### config.mk
export PLATFORM = sky130hd
export DESIGN_NAME = logic_serial_nb
export DESIGN_NICKNAME = d
export VERILOG_FILES = /design/src/rtl/logic_serial_nb.sv
export SDC_FILE = /design/constraint.sdc
export NUM_CORES = 1
export LEC_CHECK = 0
export CAP_MARGIN = 5
export CORE_MARGIN = 3
export CORE_UTILIZATION = 46
export DETAILED_ROUTE_END_ITERATION = 8
export GPL_ROUTABILITY_DRIVEN = 0
export HOLD_SLACK_MARGIN = 0.15
export PLACE_DENSITY = 0.83
export SLEW_MARGIN = 20
export SYNTH_ARGS = -nofsm -noshare
export SYNTH_HDL_FRONTEND = slang
export SYNTH_SLANG_ARGS = --single-unit
### constraint.sdc
create_clock -name clk -period 1.9 [get_ports clk]
set_input_delay 0.19 -clock clk [delete_from_list [all_inputs] [get_ports clk]]
set_output_delay 0.19 -clock clk [all_outputs]
set_load 0.01 [all_outputs]
### src/rtl/logic_serial_nb.sv
// rtl/logic_serial_nb.sv - bit-serial logic/arithmetic unit: one bit per clock through a shared 1-bit slice
module logic_serial_nb #(
  parameter int WIDTH = 8
) (
  input  logic             clk,
  input  logic             rst_n,
  input  logic             start,
  input  logic [2:0]       op,
  input  logic [WIDTH-1:0] x,
  input  logic [WIDTH-1:0] y,
  input  logic             ci,
  output logic             busy,
  output logic             done,
  output logic [WIDTH-1:0] out,
  output logic             co
);

  localparam int CNT_W = $clog2(WIDTH) + 1;
  localparam logic [CNT_W-1:0] LAST_BIT = CNT_W'(WIDTH - 1);

  localparam logic [2:0] OP_NOR  = 3'd0;
  localparam logic [2:0] OP_OR   = 3'd1;
  localparam logic [2:0] OP_AND  = 3'd2;
  localparam logic [2:0] OP_NAND = 3'd3;
  localparam logic [2:0] OP_XOR  = 3'd4;
  localparam logic [2:0] OP_XNOR = 3'd5;
  localparam logic [2:0] OP_ADD  = 3'd6;
  localparam logic [2:0] OP_SUB  = 3'd7;

  typedef enum logic [0:0] {
    IDLE = 1'b0,
    RUN  = 1'b1
  } state_t;

  state_t           state_q;
  state_t           state_d;

  logic [WIDTH-1:0] a_sr;
  logic [WIDTH-1:0] b_sr;
  logic [WIDTH-1:0] res_sr;
  logic [WIDTH-1:0] res_next;
  logic [2:0]       op_r;
  logic             c_r;
  logic [CNT_W-1:0] cnt;

  logic             accept;
  logic             last_bit;
  logic             arith;
  logic             slice_r;
  logic             slice_c;

  // State register
  always_ff @(posedge clk or negedge rst_n) begin
    if (!rst_n) begin
      state_q <= IDLE;
    end else begin
      state_q <= state_d;
    end
  end

  // Next-state logic
  always_comb begin
    state_d = state_q;
    case (state_q)
      IDLE: if (start) state_d = RUN;
      RUN:  if (cnt == LAST_BIT) state_d = IDLE;
      default: state_d = IDLE;
    endcase
  end

  // Output / control decode
  always_comb begin
    busy     = (state_q == RUN);
    accept   = (state_q == IDLE) && start;
    last_bit = (state_q == RUN) && (cnt == LAST_BIT);
    arith    = (op_r == OP_ADD) || (op_r == OP_SUB);
  end

  // The shared 1-bit slice; SUB relies on B already holding ~y and C seeded with 1
  always_comb begin
    slice_r = 1'b0;
    slice_c = 1'b0;
    case (op_r)
      OP_NOR:  slice_r = ~(a_sr[0] | b_sr[0]);
      OP_OR:   slice_r = a_sr[0] | b_sr[0];
      OP_AND:  slice_r = a_sr[0] & b_sr[0];
      OP_NAND: slice_r = ~(a_sr[0] & b_sr[0]);
      OP_XOR:  slice_r = a_sr[0] ^ b_sr[0];
      OP_XNOR: slice_r = ~(a_sr[0] ^ b_sr[0]);
      OP_ADD, OP_SUB: begin
        slice_r = a_sr[0] ^ b_sr[0] ^ c_r;
        slice_c = (a_sr[0] & b_sr[0]) | (a_sr[0] & c_r) | (b_sr[0] & c_r);
      end
      default: slice_r = 1'b0;
    endcase
  end

  assign res_next = {slice_r, res_sr[WIDTH-1:1]};

  // Operand, result and counter datapath
  always_ff @(posedge clk or negedge rst_n) begin
    if (!rst_n) begin
      a_sr   <= '0;
      b_sr   <= '0;
      res_sr <= '0;
      op_r   <= '0;
      c_r    <= 1'b0;
      cnt    <= '0;
    end else if (accept) begin
      a_sr   <= x;
      b_sr   <= (op == OP_SUB) ? ~y : y;
      c_r    <= (op == OP_SUB) ? 1'b1 : ci;
      op_r   <= op;
      res_sr <= '0;
      cnt    <= '0;
    end else if (state_q == RUN) begin
      a_sr   <= a_sr >> 1;
      b_sr   <= b_sr >> 1;
      res_sr <= res_next;
      cnt    <= cnt + CNT_W'(1);
      if (arith) c_r <= slice_c;
    end
  end

  // Published result only changes on the last bit, so no partial value is ever visible
  always_ff @(posedge clk or negedge rst_n) begin
    if (!rst_n) begin
      out  <= '0;
      co   <= 1'b0;
      done <= 1'b0;
    end else begin
      done <= last_bit;
      if (last_bit) begin
        out <= res_next;
        co  <= arith ? slice_c : 1'b0;
      end
    end
  end

endmodule

==> impl_metrics.yaml, run 1 <==
grt:
  antenna_found_initial: 0
  grt.overflow.total: 0
  grt_usage_pct: 15.49
  grt_max_degree: 20
  grt_pass1_vias: 1297
  grt_first_pass_wirelength_mm: 6.134
setup_path:
  crit_buf_inv: 1
  slowest_stage: "clkdlybuf4s50_1"
  arrival_ns: 1.56
  critPathLaunch: "busy$_DFF_PN0_"
  reg2reg_depth: 4
  critPathKind: "reg2out"
  cp-start-kind: "register"
  r2r_slack_ns: 0.41
  cp_cell_sequence: "clkdlybuf4s50_1"
  r2r_start: "a_sr[0]$_DFFE_PN0P_"
  r2r_end: "c_r$_DFFE_PN0P_"
  cp_top_family: "buffers and inverters"
  cp_max_fo: 9
  end_kind: "primary output"
  slowest_delay_ns: 0.64
  cp.required_ns: 1.71
sta:
  hold_violations: 0
  setup_viol: 0
  drv_slew: 0
  tightestPinTransition_ns: 0.4486
  finClkSkew_ns: 0.003975
  slew_headroom_pct: 70.10
  post-route-min-period_ns: 1.752
  final.setup.tns_ns: 0
  max_freq_mhz: 570.8
  holdWs_ns: 0.3438
  rsz0062_at_grt: "no"
  period_share_pct: 92.20
logic_synthesis:
  netlist_area_um2: 1926
  async_reset_ff_share_pct: 100.0
  synth.top_cell.area_share_pct: 54.58
  avgSynthCellArea_um2: 11.26
  netlist_instances: 171
  synth_top_area_cell: "dfrtp_1"
  ys_seq_elements: 42
  syn-num-nets: 198
  synth_edf_count: 0
  yosys_warnings: 0
  synthTopCellsByArea: "dfrtp_1, nand2_1, mux2i_1, o21ai_0, xor2_1"
  seq_area_frac_synth_pct: 54.58
  synth_most_common_cell: "dfrtp_1"
  synth_cell_type_count: 33
  synth-main-ff-cell: "dfrtp_1"
  synthTopCellsByCount: "dfrtp_1, nand2_1, o21ai_0"
floorplan:
  die_area_um2: 4998
  fp.coreArea_um2: 3854
  initial_core_util_pct: 49.97
  chipWidth_um: 70.70
  die_height_um: 70.70
  num_rows: 22
  io_pins: 34
place:
  portBuffers: 33
  dp_cells: 249
  hpwl_mm: 2.611
final_layout:
  final_cell_count_no_fill: 258
  insertedDiodeCount: 0
  layout-drive-gt1-share_pct: 10.48
  syn_to_final_growth_pct: 25.02
  nets: 236
clocking:
  path_clk_slew_ns: 0.08
  hold_buffers: 1
  clock_latency_ns: 0.30
  clk_path_buf_depth: 2
  cts_buffers: 5
  post_cts_buffers: 0
  cts_tree: "built"
  cts_resized: 0
  h-tree-depth: 2
  cts-root-buf: "clkbuf_8"
  clock-sinks: 42
power:
  ir_worst_vdd_v: 0.0007583
  power.density_nw_per_um2: 1445
  power.leakage_nw: 1.094
flow_run:
  maxCapViolCount: 0
drt:
  antenna_left: 0
  via_count: 1365
  first_pass_iters: 4
  drtIter0Drc: 84
  vias_per_cell: 5.291
  drc: 0
  avgRoutedWirePerCell_um: 13.65
  wl_mm: 3.522
hold_path:
  hp-class: "in2async"
run_status:
  outcome: "complete, no violations"
[per-stage QoR]
| stage | setup WS (ns) | cell area (um2) | total power, mW | utilization, % |
|---|---|---|---|---|
| floorplan | 0.5549 | 1926 | 2.350 | - |
| global placement | 0.3729 | 2287 | 2.730 | 59.35 |
| detailed placement | 0.2721 | 2287 | 2.802 | 59.35 |
| CTS | 0.1370 | 2407 | 3.504 | 62.47 |
| global route | 0.07226 | 2407 | 3.717 | 62.47 |
| finish | 0.1481 | 2407 | 3.479 | 62.47 |
[logic make-up after synthesis]
group / share of synthesized area [%]
AND/OR/NAND/NOR: 12.87
AO/OA/AOI/OAI: 13.65
XOR/XNOR: 5.003
adder cells (fa/ha/maj): 2.989
buffers and inverters: 3.963
multiplexers: 6.953
flip-flops: 54.58
[sequential cells by signal, indices dropped and copies added (netlist names), 3 cells and up]
signal,cells
op_r,3
res_sr,7
a_sr,8
out,8
cnt,4
b_sr,8
[cell usage in the layout (no fill, tap or decap), types with 2 or more instances in the layout]
cell	n
buf_4	5
inv_1	2
mux2i_1	10
nor2b_1	2
mux2_2	3
dfrtp_1	42
a22o_1	7
inv_2	2
clkdlybuf4s50_1	32
nor2_1	5
o211ai_1	2
a22oi_1	7
o21ai_0	19
xor2_1	10
ha_1	3
clkbuf_8	5
nand2_1	34
[power breakdown]
group	internal [mW]	switching, mW	leakage, nW
clock	0.392	0.308	0.0514
combinational	0.646	0.562	0.502
sequential	1.25	0.318	0.540
[worst max-delay path by stage]
stage / slack [ns] / cells after the start / to
4_1_cts: 0.14 / 1 / busy
2_1_floorplan: 0.55 / 4 / out[7]$_DFFE_PN0P_
3_3_place_gp: 0.37 / 4 / a_sr[0]$_DFFE_PN0P_
5_1_grt: 0.07 / 1 / busy
3_5_place_dp: 0.27 / 4 / a_sr[4]$_DFFE_PN0P_
6_report: 0.15 / 1 / busy
[layout make-up]
type,instances,area (um2)
clock buffer,6,72.57
clock inverter,2,37.54
fill,305,1446
inverter,4,15.01
multi-input combinational,117,798.3
sequential,42,1051
tap,48,60.06
timing repair buffer,39,372.9
[routing by layer]
layer	track usage, %	wire (um)
met1	21.75	1660
met2	22.55	1608
met3	5.824	208
met4	4.384	46
met5	0	0
(Power assumes the default switching activity.)
==> run 2, diff against run 1 <==
Settings changed: CAP_MARGIN 5 to 20.
==> results of run 2 <==
Same layout as run 1: the final DEF is identical, and so are final timing and power.
==> run 3, diff against run 2 <==
Settings changed: CORE_MARGIN 3 to not set.
==> impl_metrics.yaml, run 3 (synthesized netlist as in run 1, its figures left out) <==
setup_path:
  r2r_slack_ns: 0.34
  slowest_stage: "dfrtp_1"
  slowest_delay_ns: 0.68
  cp.required_ns: 1.71
  r2r_start: "busy$_DFF_PN0_"
  end_kind: "primary output"
  critPathLaunch: "busy$_DFF_PN0_"
  cp_top_family: "flip-flops"
  reg2reg_depth: 4
  critPathKind: "reg2out"
  cp_cell_sequence: "clkdlybuf4s50_1"
  crit_buf_inv: 1
  endpoint: "busy"
  crit_cells: 1
  arrival_ns: 1.61
  cp_max_fo: 14
  cp-start-kind: "register"
  r2r_end: "b_sr[5]$_DFFE_PN0P_"
power:
  internal-power_mw: 2.280
  power.share.combinational_pct: 34.4
  seq_power_share_pct: 45.6
  p_sw_mw: 1.167
  ir_worst_vdd_v: 0.0006497
  p_sw_share_pct: 33.86
  power.leakage_nw: 1.095
  power.density_nw_per_um2: 1435
  p_clk_share_pct: 20.0
sta:
  post-route-min-period_ns: 1.799
  finClkSkew_ns: 0.005621
  period_share_pct: 94.69
  final.setup.tns_ns: 0
  max_freq_mhz: 555.8
  rsz0062_at_grt: "no"
  slew_headroom_pct: 64.74
  worst_slack_ns: 0.1008
  setup_viol: 0
  hold_violations: 0
  drv_slew: 0
  tightestPinTransition_ns: 0.5289
final_layout:
  reg_top3: "a_sr: 8 flops, b_sr: 8 flops, out: 8 flops"
  insertedDiodeCount: 0
  fin_util_pct: 60.02
  final_cell_count_no_fill: 259
  layout.cells.most_common: "dfrtp_1"
  nets: 235
  syn_to_final_growth_pct: 24.69
  n_fill_cell: 356
  layout-drive-gt1-share_pct: 10.53
  layout_common_cells: "dfrtp_1, nand2_1, clkdlybuf4s50_1"
floorplan:
  io_pins: 34
  die_height_um: 66.70
  initial_core_util_pct: 48.14
  num_rows: 23
  chipWidth_um: 66.70
  fp.coreArea_um2: 4000
  die_area_um2: 4449
drt:
  via_count: 1355
  avgRoutedWirePerCell_um: 13.03
  antenna_left: 0
  wl_mm: 3.376
  first_pass_iters: 4
  vias_per_cell: 5.232
  drc: 0
  drtIter0Drc: 80
grt:
  grt_max_degree: 43
  grt_pass1_vias: 1333
  grt_usage_pct: 18.32
  antenna_found_initial: 0
  grt_first_pass_wirelength_mm: 6.072
  grt.overflow.total: 0
place:
  dp_cells: 250
  hpwl_mm: 2.366
  pre_cts_slack_ns: 0.3114
  portBuffers: 33
clocking:
  clock_latency_ns: 0.29
  cts_buffers: 5
  clock-sinks: 42
  post_cts_buffers: 0
  cts-root-buf: "clkbuf_8"
  path_clk_slew_ns: 0.08
  clk_path_buf_depth: 2
  cts_tree: "built"
  h-tree-depth: 2
hold_path:
  hp-class: "reg2reg"
run_status:
  outcome: "complete, no violations"
flow_run:
  maxCapViolCount: 0
run 3: cell type report:
cell class                 count  area (um2)  share of cell area (%)
tap                           50       62.56                   2.606
clock inverter                 3       40.04                   1.668
sequential                    42        1051                   43.77
multi-input combinational    117       798.3                   33.25
inverter                       4       15.01                  0.6253
clock buffer                   5       68.82                   2.866
timing repair buffer          38       365.4                   15.22
run 3: metrics by stage:
stage / hold slack, ns / total power, mW / cell area [um2]
2_1_floorplan: -0.1056 / 2.350 / 1926
3_3_place_gp: 0.2828 / 2.721 / 2282
3_5_place_dp: 0.2874 / 2.795 / 2282
4_1_cts: 0.4818 / 3.486 / 2401
5_1_grt: 0.4967 / 3.725 / 2401
6_report: 0.4748 / 3.446 / 2401
run 3: what timing repair did:
action	CTS	global route
setup endpoints to repair	0	0
hold buffers	1	0
resized for setup	0	0
hold endpoints to repair	42	0
run 3: layer usage:
| layer | up-vias | share of wire, % | GRT usage, % |
|---|---|---|---|
| met5 | - | 0 | 0 |
| met4 | 0 | 1.2 | 6.383 |
| met3 | 5 | 3.6 | 4.281 |
| met2 | 31 | 47 | 28.16 |
| met1 | 652 | 48 | 25.19 |
| li1 | 667 | - | - |
run 3: worst reg2reg max path: stages, from the launching register on:
cell	delay [ns]
dfrtp_1	0.68
buf_4	0.32
nor2_4	0.12
a22oi_1	0.18
o21ai_0	0.13
run 3: worst min path at each step:
stage	cells past startpoint	endpoint	start	slack [ns]
global route	2	out[0]$_DFFE_PN0P_	res_sr[1]$_DFFE_PN0P_	0.50
finish	2	out[5]$_DFFE_PN0P_	out[5]$_DFFE_PN0P_	0.47
global placement	2	out[1]$_DFFE_PN0P_	rst_n	0.28
detailed placement	2	out[0]$_DFFE_PN0P_	rst_n	0.29
floorplan	0	a_sr[0]$_DFFE_PN0P_	rst_n	-0.11
CTS	2	out[0]$_DFFE_PN0P_	res_sr[1]$_DFFE_PN0P_	0.48
run 3: power groups by stage:
stage | clock network, mW | registers, mW | logic [mW]
floorplan | 0 | 1.53 | 0.822
global placement | 0 | 1.57 | 1.15
detailed placement | 0 | 1.59 | 1.20
CTS | 0.705 | 1.58 | 1.21
global route | 0.742 | 1.63 | 1.35
finish | 0.688 | 1.57 | 1.18
